File: config.mk
export PLATFORM = sky130hd
export DESIGN_NAME = router_pkt_tx
export DESIGN_NICKNAME = d
export VERILOG_FILES = /design/src/rtl/router_pkt_tx.sv
export SDC_FILE = /design/constraint.sdc
export NUM_CORES = 1
export LEC_CHECK = 0
export ABC_CLOCK_PERIOD_IN_PS = 7910
export BUFFER_PORTS_ARGS = -buffer_cell sky130_fd_sc_hd__buf_2
export CORE_ASPECT_RATIO = 1.2
export CORE_UTILIZATION = 50
export CTS_CLUSTER_SIZE = 24
export DETAILED_ROUTE_END_ITERATION = 8
export PLACE_DENSITY_LB_ADDON = 0.25
export SLEW_MARGIN = 20
export SYNTH_ARGS = -nofsm -noshare
export SYNTH_HDL_FRONTEND = slang
export SYNTH_SLANG_ARGS = --single-unit
File: constraint.sdc
create_clock -name clock -period 7.91 [get_ports clock]
set_input_delay 1.1865 -clock clock [delete_from_list [all_inputs] [get_ports clock]]
set_output_delay 1.1865 -clock clock [all_outputs]
set_load 0.005 [all_outputs]
File: src/rtl/router_pkt_tx.sv
// Packet source for the 1x3 router input port.
// Buffers client payload, then sends header, payload and parity under busy.
module router_pkt_tx #(
  parameter int FIFO_DEPTH = 64,
  parameter int GAP_CYCLES = 2,
  localparam int AW = $clog2(FIFO_DEPTH),
  localparam int CW = $clog2(FIFO_DEPTH + 1),
  localparam int GW = (GAP_CYCLES > 1) ? $clog2(GAP_CYCLES) : 1
) (
  input  logic          clock,
  input  logic          reset,
  input  logic          pl_valid,
  input  logic [7:0]    pl_data,
  output logic          pl_ready,
  input  logic          req_valid,
  input  logic [1:0]    req_addr,
  input  logic [5:0]    req_len,
  output logic          req_ready,
  input  logic          busy,
  output logic          pkt_valid,
  output logic [7:0]    data_out,
  output logic          req_err,
  output logic          tx_done,
  output logic [CW-1:0] fifo_count
);

  typedef enum logic [2:0] {
    IDLE, HEADER, PAYLOAD, PARITY, GAP
  } state_t;

  state_t        state_q, state_d;
  logic [7:0]    mem [FIFO_DEPTH];
  logic [AW-1:0] wr_ptr, rd_ptr;
  logic [CW-1:0] cnt_q;
  logic [7:0]    dout_q, dout_d;
  logic [7:0]    par_q, par_d;
  logic [5:0]    rem_q, rem_d;
  logic [GW-1:0] gap_q, gap_d;
  logic          pv_q, pv_d;
  logic          err_q, err_d;
  logic          done_q, done_d;
  logic          push, pop;
  logic [7:0]    head, hdr;

  assign pl_ready   = (cnt_q != CW'(FIFO_DEPTH));
  assign push       = pl_valid & pl_ready;
  assign head       = mem[rd_ptr];
  assign hdr        = {req_len, req_addr};
  assign pkt_valid  = pv_q;
  assign data_out   = dout_q;
  assign req_err    = err_q;
  assign tx_done    = done_q;
  assign fifo_count = cnt_q;

  always_ff @(posedge clock) begin
    if (push) mem[wr_ptr] <= pl_data;
  end

  always_ff @(posedge clock) begin
    if (reset) begin
      wr_ptr <= '0;
      rd_ptr <= '0;
      cnt_q  <= '0;
    end else begin
      if (push) wr_ptr <= wr_ptr + 1'b1;
      if (pop)  rd_ptr <= rd_ptr + 1'b1;
      unique case ({push, pop})
        2'b10:   cnt_q <= cnt_q + 1'b1;
        2'b01:   cnt_q <= cnt_q - 1'b1;
        default: cnt_q <= cnt_q;
      endcase
    end
  end

  always_ff @(posedge clock) begin
    if (reset) begin
      state_q <= IDLE;
      dout_q  <= '0;
      par_q   <= '0;
      rem_q   <= '0;
      gap_q   <= '0;
      pv_q    <= 1'b0;
      err_q   <= 1'b0;
      done_q  <= 1'b0;
    end else begin
      state_q <= state_d;
      dout_q  <= dout_d;
      par_q   <= par_d;
      rem_q   <= rem_d;
      gap_q   <= gap_d;
      pv_q    <= pv_d;
      err_q   <= err_d;
      done_q  <= done_d;
    end
  end

  always_comb begin
    state_d   = state_q;
    dout_d    = dout_q;
    par_d     = par_q;
    rem_d     = rem_q;
    gap_d     = gap_q;
    pv_d      = pv_q;
    err_d     = 1'b0;
    done_d    = 1'b0;
    pop       = 1'b0;
    req_ready = 1'b0;
    unique case (state_q)
      IDLE: begin
        req_ready = (cnt_q >= CW'(req_len));
        if (req_valid && req_ready) begin
          if (req_addr == 2'd3) begin
            err_d = 1'b1;
          end else begin
            dout_d  = hdr;
            pv_d    = 1'b1;
            par_d   = hdr;
            rem_d   = req_len;
            state_d = HEADER;
          end
        end
      end
      // rem counts bytes still to pop; header and payload share the step
      HEADER, PAYLOAD: begin
        if (!busy) begin
          if (rem_q == 6'd0) begin
            dout_d  = par_q;
            pv_d    = 1'b0;
            state_d = PARITY;
          end else begin
            pop     = 1'b1;
            dout_d  = head;
            par_d   = par_q ^ head;
            rem_d   = rem_q - 6'd1;
            state_d = PAYLOAD;
          end
        end
      end
      PARITY: begin
        if (!busy) begin
          done_d = 1'b1;
          dout_d = '0;
          gap_d  = '0;
          if (GAP_CYCLES == 0) state_d = IDLE;
          else                 state_d = GAP;
        end
      end
      GAP: begin
        if (gap_q == GW'(GAP_CYCLES - 1)) state_d = IDLE;
        else                              gap_d   = gap_q + 1'b1;
      end
      default: state_d = IDLE;
    endcase
  end

endmodule
Word-level counts from Yosys, hierarchy flattened
Memory sizes are Yosys's and may differ from the RTL's. A register that Yosys moved wholly into a read port is not among the register bits.
Index checks and enable logic that the tools add are counted.
{"block": "word_totals", "ram_bits": 512, "elab_cells": 94, "output_inout_bits": 20, "n_memories": 1, "inputBits": 21, "register_bits": 48}
{"memory": "mem", "depth": 64, "word_bits": 8, "read_ports": 1, "rd_clocked_by_memory_dff": 1, "wr": 1, "line_no": "32", "source": "logic [7:0] mem [FIFO_DEPTH];"}
{"block": "classes", "muxes": 40, "addsub": 6, "reduce_logical": 15, "bitwise_logic": 5, "n_eq_ne": 15, "order_cmp": 1}
{"operator": "2-to-1 mux 8 bit", "count": 7}
{"operator": "2-to-1 mux 6 bit", "count": 6}
{"operator": "one-hot mux 8 bit (3 select lines)", "count": 1}
{"operator": "AND reduction 5 bit", "count": 4}
{"operator": "one-hot mux 8 bit (2 select lines)", "count": 1}
{"operator": "2-to-1 mux 1 bit", "count": 15}
{"operator": "2-to-1 mux 3 bit", "count": 5}
{"operator": "!= test 2 bit, second input constant", "count": 7}
{"operator": "one-hot mux 7 bit (2 select lines)", "count": 1}
{"operator": "adder 6 x 1 -> 6 bit, second input constant", "count": 2}
{"operator": "one-hot mux 3 bit (4 select lines)", "count": 1}
{"operator": "one-hot mux 6 bit (2 select lines)", "count": 1}
{"operator": "XOR 8 bit", "count": 1}
{"operator": "adder 7 x 1 -> 7 bit, second input constant", "count": 1}
{"operator": ">= comparator 7 x 6 -> 1 bit", "count": 1}
{"operator": "!= test 7 bit, second input constant", "count": 1}
{"operator": "subtractor 7 x 1 -> 7 bit, second input constant", "count": 1}
{"operator": "equality test 3 x 2 -> 1 bit, second input constant", "count": 2}
{"operator": "zero test 6 bit", "count": 1}
{"operator": "nonzero test 2 bit", "count": 3}
{"operator": "subtractor 6 x 1 -> 6 bit, second input constant", "count": 1}
{"operator": "equality test 2 bit, second input constant", "count": 2}
{"operator": "one-hot mux 1 bit (2 select lines)", "count": 2}
{"operator": "OR reduction 2 bit", "count": 2}
{"operator": "11 further kinds", "count": 13}

Depth between registers and ports, before layout
{"block": "depth", "depth_word": 6, "depth_mapped": 18, "ltp_nobuf": 17}

Worst setup path before layout
No wires, ideal clock.
{"block": "synth_path", "path_type": "input-to-reg", "start": "in pl_valid", "end": "reg cnt_q[4], in the netlist fifo_count[4]", "arrival_ns": 3.790, "path_stages": 13, "path_slack_ns": 4.049, "setup_ns": 0.071, "path_buffers": 2, "required_ns": 7.839, "cell_sequence": "and2_1 > clkbuf_1 > inv_1 > ha_1 > buf_1 > xor2_1 > ha_1 > a21oi_1 > and3b_1 > a221oi_1 > xor2_1 > or3_1 > a21oi_1"}
{"block": "synth_via", "elab_chain_len": 3, "word_cells_on_any_way": 5, "cone_classes": "eq/ne (2); mux (1); bitwise (1); reduce/logical (1)"}
{"item": "start, declared", "line_no": "12", "source": "input logic pl_valid,"}
{"item": "bitwise AND 1 bit (*)", "line_no": "46", "source": "assign push = pl_valid & pl_ready;"}
{"item": "equality test 2 x 1 -> 1 bit or equality test 2 bit (tied branches)", "line_no": "67", "source": "unique case ({push, pop})"}
{"item": "one-hot mux 7 bit (2 select lines) or nonzero test 2 bit (tied branches)"}
{"item": "end signal, assigned", "line_no": "68", "source": "2'b10: cnt_q <= cnt_q + 1'b1;"}
{"item": "end signal, assigned", "line_no": "69", "source": "2'b01: cnt_q <= cnt_q - 1'b1;"}
{"item": "end signal, assigned", "line_no": "70", "source": "default: cnt_q <= cnt_q;"}
{"item": "end, declared", "line_no": "34", "source": "logic [CW-1:0] cnt_q;"}
Mark *: on every way between the ends. The rest lies on a longest branch, timed or not.
A chain may end at the register's enable or synchronous reset.

Worst setup path in the final report
{"block": "layout_path", "start": "reg state_q[1]", "end": "reg cnt_q[6], in the netlist fifo_count[6]"}
{"block": "layout_via", "elab_chain_len": 5, "word_cells_on_any_way": 8, "cone_classes": "eq/ne (4); mux (2); reduce/logical (2)"}
{"item": "start, declared", "line_no": "31", "source": "state_t state_q, state_d;"}
{"item": "start signal, assigned", "line_no": "86", "source": "state_q <= state_d;"}
{"item": "equality test 3 x 1 -> 1 bit or equality test 3 x 2 -> 1 bit (tied branches)", "line_no": "108", "source": "unique case (state_q)"}
{"item": "OR reduction 2 bit (*)", "line_no": "108"}
{"item": "2-to-1 mux 1 bit (*)", "line_no": "108"}
{"item": "equality test 2 x 1 -> 1 bit or equality test 2 bit (tied branches)", "line_no": "67"}
{"item": "one-hot mux 7 bit (2 select lines) or nonzero test 2 bit (tied branches)"}
Marks and branches as above.

==> run_results.csv <==
group,metric,value,unit
status,outcome,"finished clean",
timing,timing.final.hold_violations,0,
timing,fmax,242,MHz
floorplanning,die-area,0.0465,mm²
grt,grt_antenna_before_repair,0,
timing,rsz0062_at_grt,"false",
worst_setup_path,arrival,4.58,ns
clocking,cts-hold-fix-buffers,0,
clocking,post_cts_resize_count,0,
logic_synthesis,synth_enable_flop_cells,512,
place,detailedPlacementHpwl,30000,µm
logic_synthesis,ys_seq_area_share,72.1,%
worst_setup_path,worst-path-max-fanout,15,
floorplanning,number_of_placement_rows,85,
floorplanning,die_width,197,µm
detailed_routing,remaining_drc_errors,0,
worst_setup_path,worst_setup_path_start_kind,"register",
worst_hold_path,hold-path-cell-count,2,
detailed_routing,drt-pass1-iter-count,5,
timing,final_report_max_slew_violation_count,0,
logic_synthesis,netlist_area,0.0228,mm²
detailed_routing,finalWirelength,49600,µm
worst_hold_path,hold_class,"reg2reg",
floorplanning,placeable_core_region,0.0450,mm²
grt,maximum_number_of_pins_on_one_net_before_global_route_repair,99,
timing,worst_slew_pin_slew,1.07,ns
worst_setup_path,setup.worst_path.class,"reg2reg",
worst_setup_path,crit_path_cell_trace,"xnor2_1 > nor2_1 > nand2_1 > nor2_2 > ha_1 > xor2_1 > ha_1 > a21oi_1 > and3b_1 > a221oi_1 > nor3b_1 > o21ai_0 > a21oi_1 > xnor2_1 > nor2_1",
final_layout,antennaDiodeCount,0,
timing,fin_tns_setup,0,ns
worst_setup_path,r2r_setup_slack,3.78,ns
detailed_routing,final_antenna_net_count,0,
worst_hold_path,hold_path.startpoint,"data_out[7]",
power_and_ir_drop,leakagePower,7.83,nW
worst_hold_path,hold_path_end,"data_out[7]",
worst_setup_path,required_time_at_the_endpoint_of_the_critical_path,8.36,ns
worst_setup_path,path_buf_inv,0,
power_and_ir_drop,power.density_cell_area,244,mW/mm²
clocking,clock_tree.root_cell,"clkbuf_16",
clocking,cts_tree,"built",
timing,timing.slew.headroom,27.7,%
grt,grt.overflow.total,0,
detailed_routing,route.detailed.vias_per_inst,6.02,
logic_synthesis,async_s_r_ff_share_synth,0,%
grt,global_route_wire_length_before_repair,74900,µm
place,io_buffer_count,40,
clocking,postCtsSetupRepairBufs,0,
clocking,clock_sink_count,566,
floorplanning,floorplan.initialDensity,50.8,%
worst_setup_path,critical_path.top_delay_family,"simple AND/OR/NAND/NOR gates",
clocking,clock_latency_reported_for_the_late_side_of_the_worst_skew_pair,0.60,ns
clocking,htree_num_levels,2,
worst_setup_path,r2r_cells,15,
worst_setup_path,cp_slowest_cell,"ha_1",
logic_synthesis,netlist.area_leader.share,67.3,%
final_layout,drive_gt1_share,19.7,%
timing,final.min_clock_period,4.13,ns
worst_setup_path,cpPeakStageDelay,0.57,ns
logic_synthesis,synth_cells,1265,
final_layout,final_nets,1332,
logic_synthesis,syn_area_per_cell,18.0,µm²
floorplanning,io_pins,41,
final_layout,flow.area_growth_from_synthesis,10.5,%
detailed_routing,detail_route.wl_per_cell,25.4,µm
detailed_routing,initialDrtViolationCount,950,
worst_setup_path,critical_path.reg2reg.endpoint,"fifo_count[6]",
worst_setup_path,critical_path.reg2reg.startpoint,"state_q[1]",
timing,finalSetupViolations,0,
timing,min_period_over_period,52.2,%
logic_synthesis,yosys_register_bits,566,
timing,worst_skew,0.0167,ns
detailed_routing,via_count,11800,
place,finalWeightedCongestion,0.903,
logic_synthesis,synthDistinctLibCells,63,
logic_synthesis,synthesis.nets,1298,
grt,number_of_global_route_vias_before_repair,11700,
job,drv_cap,0,
grt,groute.usage.overall,22.0,%
clocking,cts-root-to-sink-buffers,3,
logic_synthesis,netlist.top_cell.by_area,"edfxtp_1",
final_layout,post-route-util,56.1,%
logic_synthesis,synth_top_flop_cell,"edfxtp_1",
logic_synthesis,synth_area_leaders,"edfxtp_1 67%, mux4_2 11%, dfxtp_1 4.7%",
clocking,clk_pin_slew,0.06,ns
power_and_ir_drop,vdd.ir_drop.worst,0.139,mV
logic_synthesis,yosys_warnings,0,
worst_setup_path,setup.worst_path.end_class,"register",
floorplanning,die_h,236,µm
clocking,cts_buffers,55,
worst reg2reg max path, stage by stage, from the launching register on:
cell and delay (ns):
dfxtp_1 0.51, xnor2_1 0.15, nor2_1 0.38, nand2_1 0.28
nor2_2 0.33, ha_1 0.57, xor2_1 0.13, ha_1 0.21
a21oi_1 0.21, and3b_1 0.21, a221oi_1 0.41, nor3b_1 0.10
o21ai_0 0.16, a21oi_1 0.11, xnor2_1 0.18, nor2_1 0.05
placed cells by master (no fill, tap or decap), types with 4 or more instances in the layout:
cell type,netlist,layout
o22ai_1,27,27
a21oi_1,46,46
clkbuf_1,24,14
buf_4,10,14
o21ai_0,31,31
mux4_2,112,112
mux2_2,7,7
a2111oi_0,5,5
nand3_1,17,17
nor2b_1,9,9
a22oi_1,9,9
ha_1,12,12
buf_2,13,35
nand2_1,45,45
nand4_1,5,5
xnor2_1,7,7
clkinv_2,0,5
bufinv_16,0,5
mux4_1,15,15
edfxtp_1,512,512
clkinv_1,1,11
inv_1,13,13
dfxtp_1,54,51
xor2_1,11,11
nor3_1,12,12
mux2i_1,21,21
nor4_1,11,11
nand2b_1,14,14
nand3b_1,10,10
or2_2,5,5
a31oi_1,7,7
nor2_1,106,106
or3_1,7,7
o221ai_1,4,4
and2_1,6,6
clkbuf_16,0,57
clkinvlp_4,0,6
a211oi_1,11,11
worst max-delay path by stage:
stage               startpoint            end  depth (start not counted)
floorplan             pl_valid  fifo_count[4]                         13
global placement      pl_valid  fifo_count[6]                         14
detailed placement    pl_valid  fifo_count[4]                         12
CTS                 state_q[1]  fifo_count[6]                         15
global route        state_q[1]  fifo_count[6]                         15
finish              state_q[1]  fifo_count[6]                         15
kinds of logic (layout without fill, tap and decap cells):
| family | count (synthesis) | in the layout | synth area share (%) |
|---|---|---|---|
| flip-flops | 566 | 566 | 72.1 |
| AND/OR/NAND/NOR | 263 | 263 | 5.56 |
| AO/OA/AOI/OAI | 164 | 164 | 4.65 |
| multiplexers | 155 | 155 | 14.0 |
| buffers and inverters | 87 | 166 | 2.32 |
| XOR/XNOR | 18 | 18 | 0.690 |
| adder cells (fa/ha/maj) | 12 | 12 | 0.658 |
Yosys cell counts, drive strengths merged, types with 12 or more instances:
library cell	count
buf	44
mux2i	21
ha	12
inv	13
nor2	108
nand3	17
o22ai	27
clkbuf	27
a21oi	47
o21ai	31
nand2	45
nor3	12
nand2b	14
dfxtp	54
edfxtp	512
mux4	127
state kept, by name, summed over array words and instances (netlist names), named ones only:
signal,cells
tx_done,1
req_err,1
data_out,8
mem,512
gap_q,1
pkt_valid,1
rd_ptr,6
rem_q,6
wr_ptr,6
state_q,3
par_q,8
fifo_count,7
power breakdown:
part           total, mW  internal [mW]  switching [mW]
Combinational      0.248         0.0852           0.163
Clock               2.61           1.50            1.11
Sequential          3.30           3.28          0.0212
Total               6.16           4.86            1.29
stage by stage:
stage	hold slack, ns	cells	instance area [µm²]	power (mW)	setup WS (ns)
after floorplan	0.448	1265	22800	3.52	4.05
final	0.447	1953	25200	6.16	3.78
after detailed placement	0.442	1851	23400	3.61	3.78
after global placement	0.437	1851	23400	3.61	3.84
after CTS	0.451	1953	25200	6.20	3.83
after global routing	0.463	1953	25200	6.34	3.38
layout make-up:
class	instances	area, µm²
inverters	14	52.6
repair buffers	50	300
well taps	609	762
clock buffers	72	1490
clock inverters	30	303
flip-flops and latches	566	16500
multi-input cells	612	5850
fillers	3422	19800
metal layers:
layer	track usage [%]	up-vias	wire length, µm
li1	-	5178	-
met1	30.4	6110	20300
met2	35.8	397	24900
met3	3.89	81	3020
met4	6.81	0	1340
met5	0	-	0
Note: power is estimated with default switching activity, not from simulation.
